$ cat src/rtl/fir_coeff_loader_pkg.sv
// Shared constants and state encoding for the FIR coefficient loader.
// The filter RAM/FSM side uses the same constants, so the staging depth,
// word width and module count cannot drift apart.
package fir_coeff_loader_pkg;

    localparam int DATA_W      = 16;  // coefficient word width (filter RAM width)
    localparam int NUM_TAPS    = 10;  // coefficients per filter module
    localparam int NUM_MODULES = 4;   // filter MAC/RAM modules to load
    localparam int GAP_CYCLES  = 1;   // flag-low cycles between module bursts (>= 1)

    localparam int TAP_W = $clog2(NUM_TAPS);
    localparam int MOD_W = 2;
    localparam int GAP_W = $clog2(GAP_CYCLES + 1);

    typedef enum logic [2:0] {
        ST_IDLE  = 3'd0,
        ST_FILL  = 3'd1,
        ST_BURST = 3'd2,
        ST_GAP   = 3'd3,
        ST_DONE  = 3'd4
    } state_t;

    // True while a load is in flight (anything other than IDLE/DONE).
    function automatic logic is_loading(input state_t st);
        return (st == ST_FILL) || (st == ST_BURST) || (st == ST_GAP);
    endfunction

endpackage

$ cat src/rtl/fir_coeff_loader_coeff_stage_buf.sv
// coeff_stage_buf: NUM_TAPS x DATA_W staging register file holding one
// module's worth of coefficients.
// Ports:
//   clk      in   clock, rising edge
//   rst_n    in   asynchronous active-low reset, clears every entry to 0
//   wr_en    in   write strobe
//   wr_addr  in   write tap index
//   wr_data  in   write word
//   rd_addr  in   read tap index
//   rd_data  out  combinational read data (registered by the caller)
module coeff_stage_buf
    import fir_coeff_loader_pkg::*;
(
    input  logic              clk,
    input  logic              rst_n,
    input  logic              wr_en,
    input  logic [TAP_W-1:0]  wr_addr,
    input  logic [DATA_W-1:0] wr_data,
    input  logic [TAP_W-1:0]  rd_addr,
    output logic [DATA_W-1:0] rd_data
);

    logic [DATA_W-1:0] mem_r [NUM_TAPS];

    // Storage array: cleared on reset, single write port.
    always_ff @(posedge clk or negedge rst_n) begin
        if (!rst_n) begin
            for (int i = 0; i < NUM_TAPS; i++) begin
                mem_r[i] <= '0;
            end
        end else if (wr_en && (wr_addr < TAP_W'(NUM_TAPS))) begin
            mem_r[wr_addr] <= wr_data;
        end
    end

    // Addresses beyond the array depth read as zero rather than aliasing.
    assign rd_data = (rd_addr < TAP_W'(NUM_TAPS)) ? mem_r[rd_addr] : '0;

endmodule

$ cat src/rtl/fir_coeff_loader.sv
// fir_coeff_loader: stages NUM_TAPS coefficient words from a valid/ready
// stream, then bursts them into the filter update port, one module at a
// time (0..NUM_MODULES-1), and finally switches the filter to run mode.
// Ports:
//   iClk12M          in   system clock, rising edge
//   iRsn             in   asynchronous active-low reset
//   iLoadStart       in   pulse: start a full load (ignored while busy)
//   iCoeffValid      in   source word valid
//   iCoeffData       in   source coefficient word
//   oCoeffReady      out  loader accepts a word this cycle
//   oCoeffUpdateFlag out  filter write strobe, one word per high cycle
//   oModuleSel       out  target module during a burst, holds otherwise
//   oWtDtRam         out  coefficient word to filter, 0 while strobe low
//   oMemRdFlag       out  filter run mode (coefficients valid)
//   oBusy            out  load in progress
//   oLoadDone        out  one-cycle pulse when the final burst completes
module fir_coeff_loader
    import fir_coeff_loader_pkg::*;
(
    input  logic              iClk12M,
    input  logic              iRsn,
    input  logic              iLoadStart,
    input  logic              iCoeffValid,
    input  logic [DATA_W-1:0] iCoeffData,
    output logic              oCoeffReady,
    output logic              oCoeffUpdateFlag,
    output logic [MOD_W-1:0]  oModuleSel,
    output logic [DATA_W-1:0] oWtDtRam,
    output logic              oMemRdFlag,
    output logic              oBusy,
    output logic              oLoadDone
);

    state_t             state_r, state_s;
    logic [TAP_W-1:0]   tap_r, tap_s;
    logic [MOD_W-1:0]   mod_r, mod_s;
    logic [GAP_W-1:0]   gap_r, gap_s;
    logic               wr_en_s;
    logic [DATA_W-1:0]  rd_data_s;

    logic               ready_r;
    logic               flag_r;
    logic [MOD_W-1:0]   sel_r;
    logic [DATA_W-1:0]  wdata_r;
    logic               memrd_r;
    logic               busy_r;
    logic               done_r;

    coeff_stage_buf u_stage_buf (
        .clk     (iClk12M),
        .rst_n   (iRsn),
        .wr_en   (wr_en_s),
        .wr_addr (tap_r),
        .wr_data (iCoeffData),
        .rd_addr (tap_r),
        .rd_data (rd_data_s)
    );

    // State and counter registers.
    always_ff @(posedge iClk12M or negedge iRsn) begin
        if (!iRsn) begin
            state_r <= ST_IDLE;
            tap_r   <= '0;
            mod_r   <= '0;
            gap_r   <= '0;
        end else begin
            state_r <= state_s;
            tap_r   <= tap_s;
            mod_r   <= mod_s;
            gap_r   <= gap_s;
        end
    end

    // Next-state and counter logic. In FILL, ready is high exactly when the
    // state is FILL, so a valid word is accepted without looking at ready.
    always_comb begin
        state_s = state_r;
        tap_s   = tap_r;
        mod_s   = mod_r;
        gap_s   = gap_r;
        wr_en_s = 1'b0;
        case (state_r)
            ST_IDLE, ST_DONE: begin
                if (iLoadStart) begin
                    state_s = ST_FILL;
                    tap_s   = '0;
                    mod_s   = '0;
                    gap_s   = '0;
                end else begin
                    state_s = state_r;
                end
            end
            ST_FILL: begin
                if (iCoeffValid) begin
                    wr_en_s = 1'b1;
                    if (tap_r == TAP_W'(NUM_TAPS - 1)) begin
                        tap_s   = '0;
                        state_s = ST_BURST;
                    end else begin
                        tap_s = tap_r + TAP_W'(1);
                    end
                end else begin
                    wr_en_s = 1'b0;
                end
            end
            ST_BURST: begin
                if (tap_r == TAP_W'(NUM_TAPS - 1)) begin
                    tap_s = '0;
                    if (mod_r == MOD_W'(NUM_MODULES - 1)) begin
                        state_s = ST_DONE;
                    end else begin
                        state_s = ST_GAP;
                        gap_s   = '0;
                    end
                end else begin
                    tap_s = tap_r + TAP_W'(1);
                end
            end
            ST_GAP: begin
                if (gap_r == GAP_W'(GAP_CYCLES - 1)) begin
                    gap_s   = '0;
                    mod_s   = mod_r + MOD_W'(1);
                    state_s = ST_FILL;
                end else begin
                    gap_s = gap_r + GAP_W'(1);
                end
            end
            default: begin
                state_s = ST_IDLE;
                tap_s   = '0;
                mod_s   = '0;
                gap_s   = '0;
            end
        endcase
    end

    // Output registers. Status outputs follow the next state; the write
    // strobe/data trail the BURST state by one cycle so that data and
    // module select are stable for the whole flag-high cycle.
    always_ff @(posedge iClk12M or negedge iRsn) begin
        if (!iRsn) begin
            ready_r <= 1'b0;
            flag_r  <= 1'b0;
            sel_r   <= '0;
            wdata_r <= '0;
            memrd_r <= 1'b0;
            busy_r  <= 1'b0;
            done_r  <= 1'b0;
        end else begin
            ready_r <= (state_s == ST_FILL);
            busy_r  <= is_loading(state_s);
            memrd_r <= (state_s == ST_DONE);
            done_r  <= (state_r == ST_BURST) && (state_s == ST_DONE);
            flag_r  <= (state_r == ST_BURST);
            if (state_r == ST_BURST) begin
                wdata_r <= rd_data_s;
                sel_r   <= mod_r;
            end else begin
                wdata_r <= '0;
                sel_r   <= sel_r;
            end
        end
    end

    assign oCoeffReady      = ready_r;
    assign oCoeffUpdateFlag = flag_r;
    assign oModuleSel       = sel_r;
    assign oWtDtRam         = wdata_r;
    assign oMemRdFlag       = memrd_r;
    assign oBusy            = busy_r;
    assign oLoadDone        = done_r;

endmodule

$ cat config.mk
export PLATFORM = sky130hd
export DESIGN_NAME = fir_coeff_loader
export DESIGN_NICKNAME = d
export VERILOG_FILES = /design/src/rtl/fir_coeff_loader_pkg.sv /design/src/rtl/fir_coeff_loader_coeff_stage_buf.sv /design/src/rtl/fir_coeff_loader.sv
export SDC_FILE = /design/constraint.sdc
export NUM_CORES = 1
export LEC_CHECK = 0
export ABC_AREA = 1
export CAP_MARGIN = 15
export CORE_UTILIZATION = 55
export CTS_CLUSTER_SIZE = 30
export DETAILED_ROUTE_END_ITERATION = 10
export GPL_TIMING_DRIVEN = 1
export PLACE_DENSITY = 0.8
export SETUP_SLACK_MARGIN = 0.02
export SYNTH_ARGS = -nofsm -noshare
export SYNTH_HDL_FRONTEND = slang
export SYNTH_HIERARCHICAL = 1
export SYNTH_SLANG_ARGS = --single-unit
$ cat constraint.sdc
create_clock -name iClk12M -period 2.46 [get_ports iClk12M]
set_input_delay 0.492 -clock iClk12M [delete_from_list [all_inputs] [get_ports iClk12M]]
set_output_delay 0.492 -clock iClk12M [all_outputs]
set_load 0.005 [all_outputs]
==> results.txt <==
----------------------------------------------------
[Outcome]
  Outcome ... finished, final reports clean

[Synthesis]
  Fraction of registers with async set or reset after synthesis ... 100%
  Average cell area after synthesis ... 7.87 sq um
  Number of enable flip-flop cells after synthesis ... 0
  Area contributors post-synth ... dfrtp_1, nand2_1, o21ai_0
  Proportion of netlist area held by the largest area contributor ... between 50% and 60%
  Yosys warning total ... 6
  Post-synthesis register bit count ... 192
  Number of distinct standard cells referenced by the synthesized netlist ... 27
  Predominant post-synthesis flop cell ... dfrtp_1
  Syn Std Cell Area ... ~0.0090 sq mm
  Syn nets ... ~1.2k
  Cells after Synth ... roughly 1.1k
  Sequential fraction of the synthesis area ... 53.6%
  Cell taking the most area after synthesis ... dfrtp_1

[GRT]
  Wire length of the first global-routing pass ... between 30,000 and 40,000 um
  Number of global-route vias before repair ... 7,228
  Residual overflow from global routing ... 0
  Pin count of the biggest net entering global routing ... 61
  Initial antenna violation count ... 0
  Overall global routing resource usage ... about 28%

[Placed design]
  Placer Congestion ... 0.827
  Area of placed instances ... between 0.009 and 0.01 sq mm
  Detailed placement HPWL ... 13,700 um
  Place WS ... about 180 ps
  Number of I/O port buffers ... 42

[CTS]
  Total number of H-tree levels ... 4
  Hold buffers post-CTS ... 0
  Skew-Pair Late Insertion Delay ... 440 ps
  Clock Tree Root ... clkbuf_16
  Post-CTS setup buffers ... 0
  # resized after CTS ... 0
  Inserted Clock Buffers ... 17
  Number of buffers on the longest clock path ... 2
  Clock-pin slew on the worst setup and hold paths ... about 70 ps
  Number of clock sinks seen by CTS ... 192
  CTS tree ... built

[Floorplanning]
  Full die area ... 0.0168 sq mm
  Core ar. ... around 0.016 sq mm
  Rows ... 46
  Initial Utilization ... a little under three fifths
  Num ports ... 43
  Die W ... 130 um
  Floorplan die height ... 130 um

[Routing]
  Router iterations before antenna repair ... 5
  DR vias ... 7,484
  Count of nets left with antenna violations after detail routing ... 0
  Via density per instance ... 5.34
  Post-detailed-route wirelength per cell ... approximately 15 um
  Number of DRC violations after detailed-routing iteration 0 ... about 660
  Total Routed Length ... between 20,000 and 25,000 um
  Number of design rule violations left after detail routing ... 0

[Timing]
  Final-report max-slew violation count ... 0
  Least-Margin Pin Slew ... 534 ps
  Smallest hold slack ... approximately 15 ps
  Period minus WS final ... approximately 1900 ps
  Endpoints failing setup ... 0
  Highest Clock Rate ... between 500 and 600 MHz
  Final cycle utilization of the critical path ... between 70% and 80%
  RSZ-0062 raised after global routing ... false
  Worst setup skew after layout ... between 10 and 15 ps
  Post-Route Setup TNS ... 0 ps
  Max-Slew Margin vs Limit ... between 60% and 70%
  Min setup slack post-route ... between 500 and 600 ps
  Final hold viol count ... 0

[Pwr]
  Part of the total power dissipated in combinational logic ... ~39%
  Fraction of power consumed by sequential logic ... between 40% and 50%
  Cell Int Power ... about 7.6 mW
  Power density normalized to cell area ... around 1200 mW/mm^2
  Leakage power ... roughly 5.1 nW
  Net switching power ... 5.10 mW
  Switching Fraction ... between 40% and 50%
  Maximum resistive drop on vdd ... around 0.82 mV
  Clock network fraction of design power ... between 20% and 30%

[Layout]
  Leading cell type in the layout, fill and taps excluded ... nand2_1
  Multi-input gate area in the final layout ... approximately 0.0033 sq mm
  Fill cells ... around 1.3k
  Diode insertion count for antenna repair ... 0
  Total number of nets in the final design ... 1,193
  Synthesis-to-finish area growth ... 15.0%
  Highest-count cells in the layout ignoring fill and taps ... nand2_1, dfrtp_1, inv_1, o21ai_0, nand3_1
  Layout cells sized above 1 ... ~8.5%
  Area used by sequential logic in the layout ... slightly below 0.005 sq mm
  Post-route cell area ... just over 0.01 sq mm

[Worst setup path]
  CP Cell Sequence ... inv_1, nand3_2, nor2_2, inv_1, nor2_1, nand2_2, nor3_2, buf_12, nand2_1, o21ai_0
  Maximum single-stage delay on the critical path ... about 400 ps
  Worst Setup Path Type ... flip-flop to flip-flop
  Critical-path top delay cell ... dfrtp_1
  Req. time, crit path ... around 2800 ps
  Type of destination of the critical path ... flip-flop
  CP most frequent cell ... inv_1
  Worst EP arrival ... approximately 2300 ps
  Maximum fanout encountered on the critical timing path ... 32
  Element type at the critical path start ... flip-flop

[Hold path]
  Hold WC Path Type ... input port to asynchronous set/reset pin

[Job]
  Max_cap viols ... 0

----------------------------------------------------
==> registers in the layout (all words and copies together) (netlist names) <==
register,cells
oCoeffUpdateFlag,1
state_r,3
u_stage_buf/mem_r,160
oLoadDone,1
oCoeffReady,1
oMemRdFlag,1
oWtDtRam,16
oModuleSel,2
tap_r,4
oBusy,1
mod_r,2
==> path summary, 6_finish.rpt <==
| kind | startpoint | endpoint | slack, ps | cells after the start |
|---|---|---|---|---|
| max | state_r[2] | u_stage_buf/mem_r[87] | 560 | 10 |
| min | iRsn | u_stage_buf/mem_r[56] | 10 | 1 |
| max reg2reg | state_r[2] | u_stage_buf/mem_r[87] | 560 | 10 |
| min reg2reg | u_stage_buf/mem_r[150] | u_stage_buf/mem_r[150] | 480 | 2 |
| max in group asynchronous | iRsn | u_stage_buf/mem_r[27] | 1680 | 2 |
| min in group iClk12M | u_stage_buf/mem_r[150] | u_stage_buf/mem_r[150] | 480 | 2 |
==> critical path, delay by kind of cell, from the launching register on <==
kind	cells	cell delay, ps
AO/OA/AOI/OAI	1	90
buffers and inverters	3	420
flip-flops	1	410
AND/OR/NAND/NOR	6	880
==> cells in the mapped netlist (2+ instances only) <==
library cell	instances
a21oi_1	19
buf_2	30
buf_4	4
clkbuf_1	27
clkinv_1	2
dfrtp_1	192
inv_1	144
inv_2	3
nand2_1	377
nand2_2	3
nand3_1	99
nor2_1	32
nor2_2	3
nor3_2	3
nor3_4	3
o211ai_1	10
o21ai_0	121
o21ai_1	47
o21ai_2	6
or2_2	6
==> kinds of logic after synthesis <==
logic type | count (synthesis) | share of synthesized area, %
adder cells (fa/ha/maj) | 1 | 0.140
AND/OR/NAND/NOR | 530 | 24.9
buffers and inverters | 212 | 9.50
flip-flops | 192 | 53.6
AO/OA/AOI/OAI | 203 | 11.9
==> through the flow <==
stage          util [%]  total power [mW]  instances
2_1_floorplan         -              8.54       1138
3_3_place_gp       61.3              9.83       1369
3_5_place_dp       61.3              10.1       1369
4_1_cts            64.8              12.8       1401
5_1_grt            64.8              13.7       1401
6_report           64.8              12.7       1401
==> routing by layer <==
metal	vias to the layer above	GRT usage, %	part of all wire [%]
li1	3625	-	-
met1	3600	35.7	43
met2	222	46.6	49
met3	37	5.16	4.9
met4	0	9.64	2.5
met5	-	0	0
==> layout make-up <==
type / instances / area share [%]
Multi-Input combinational cell: 734 / 32.1
Inverter: 150 / 5.49
Timing Repair Buffer: 77 / 7.64
Clock buffer: 17 / 4.13
Tap cell: 216 / 2.62
Clock inverter: 15 / 1.35
Sequential cell: 192 / 46.7
==> power by group through the flow <==
stage	registers, mW	clock network (mW)	logic [mW]
after floorplan	4.94	0	3.60
after global placement	5.13	0	4.70
after detailed placement	5.17	0	4.88
after CTS	5.13	2.69	4.93
after global routing	5.29	2.80	5.63
final	5.14	2.66	4.93
No activity file was read; power rests on OpenSTA's default activity.
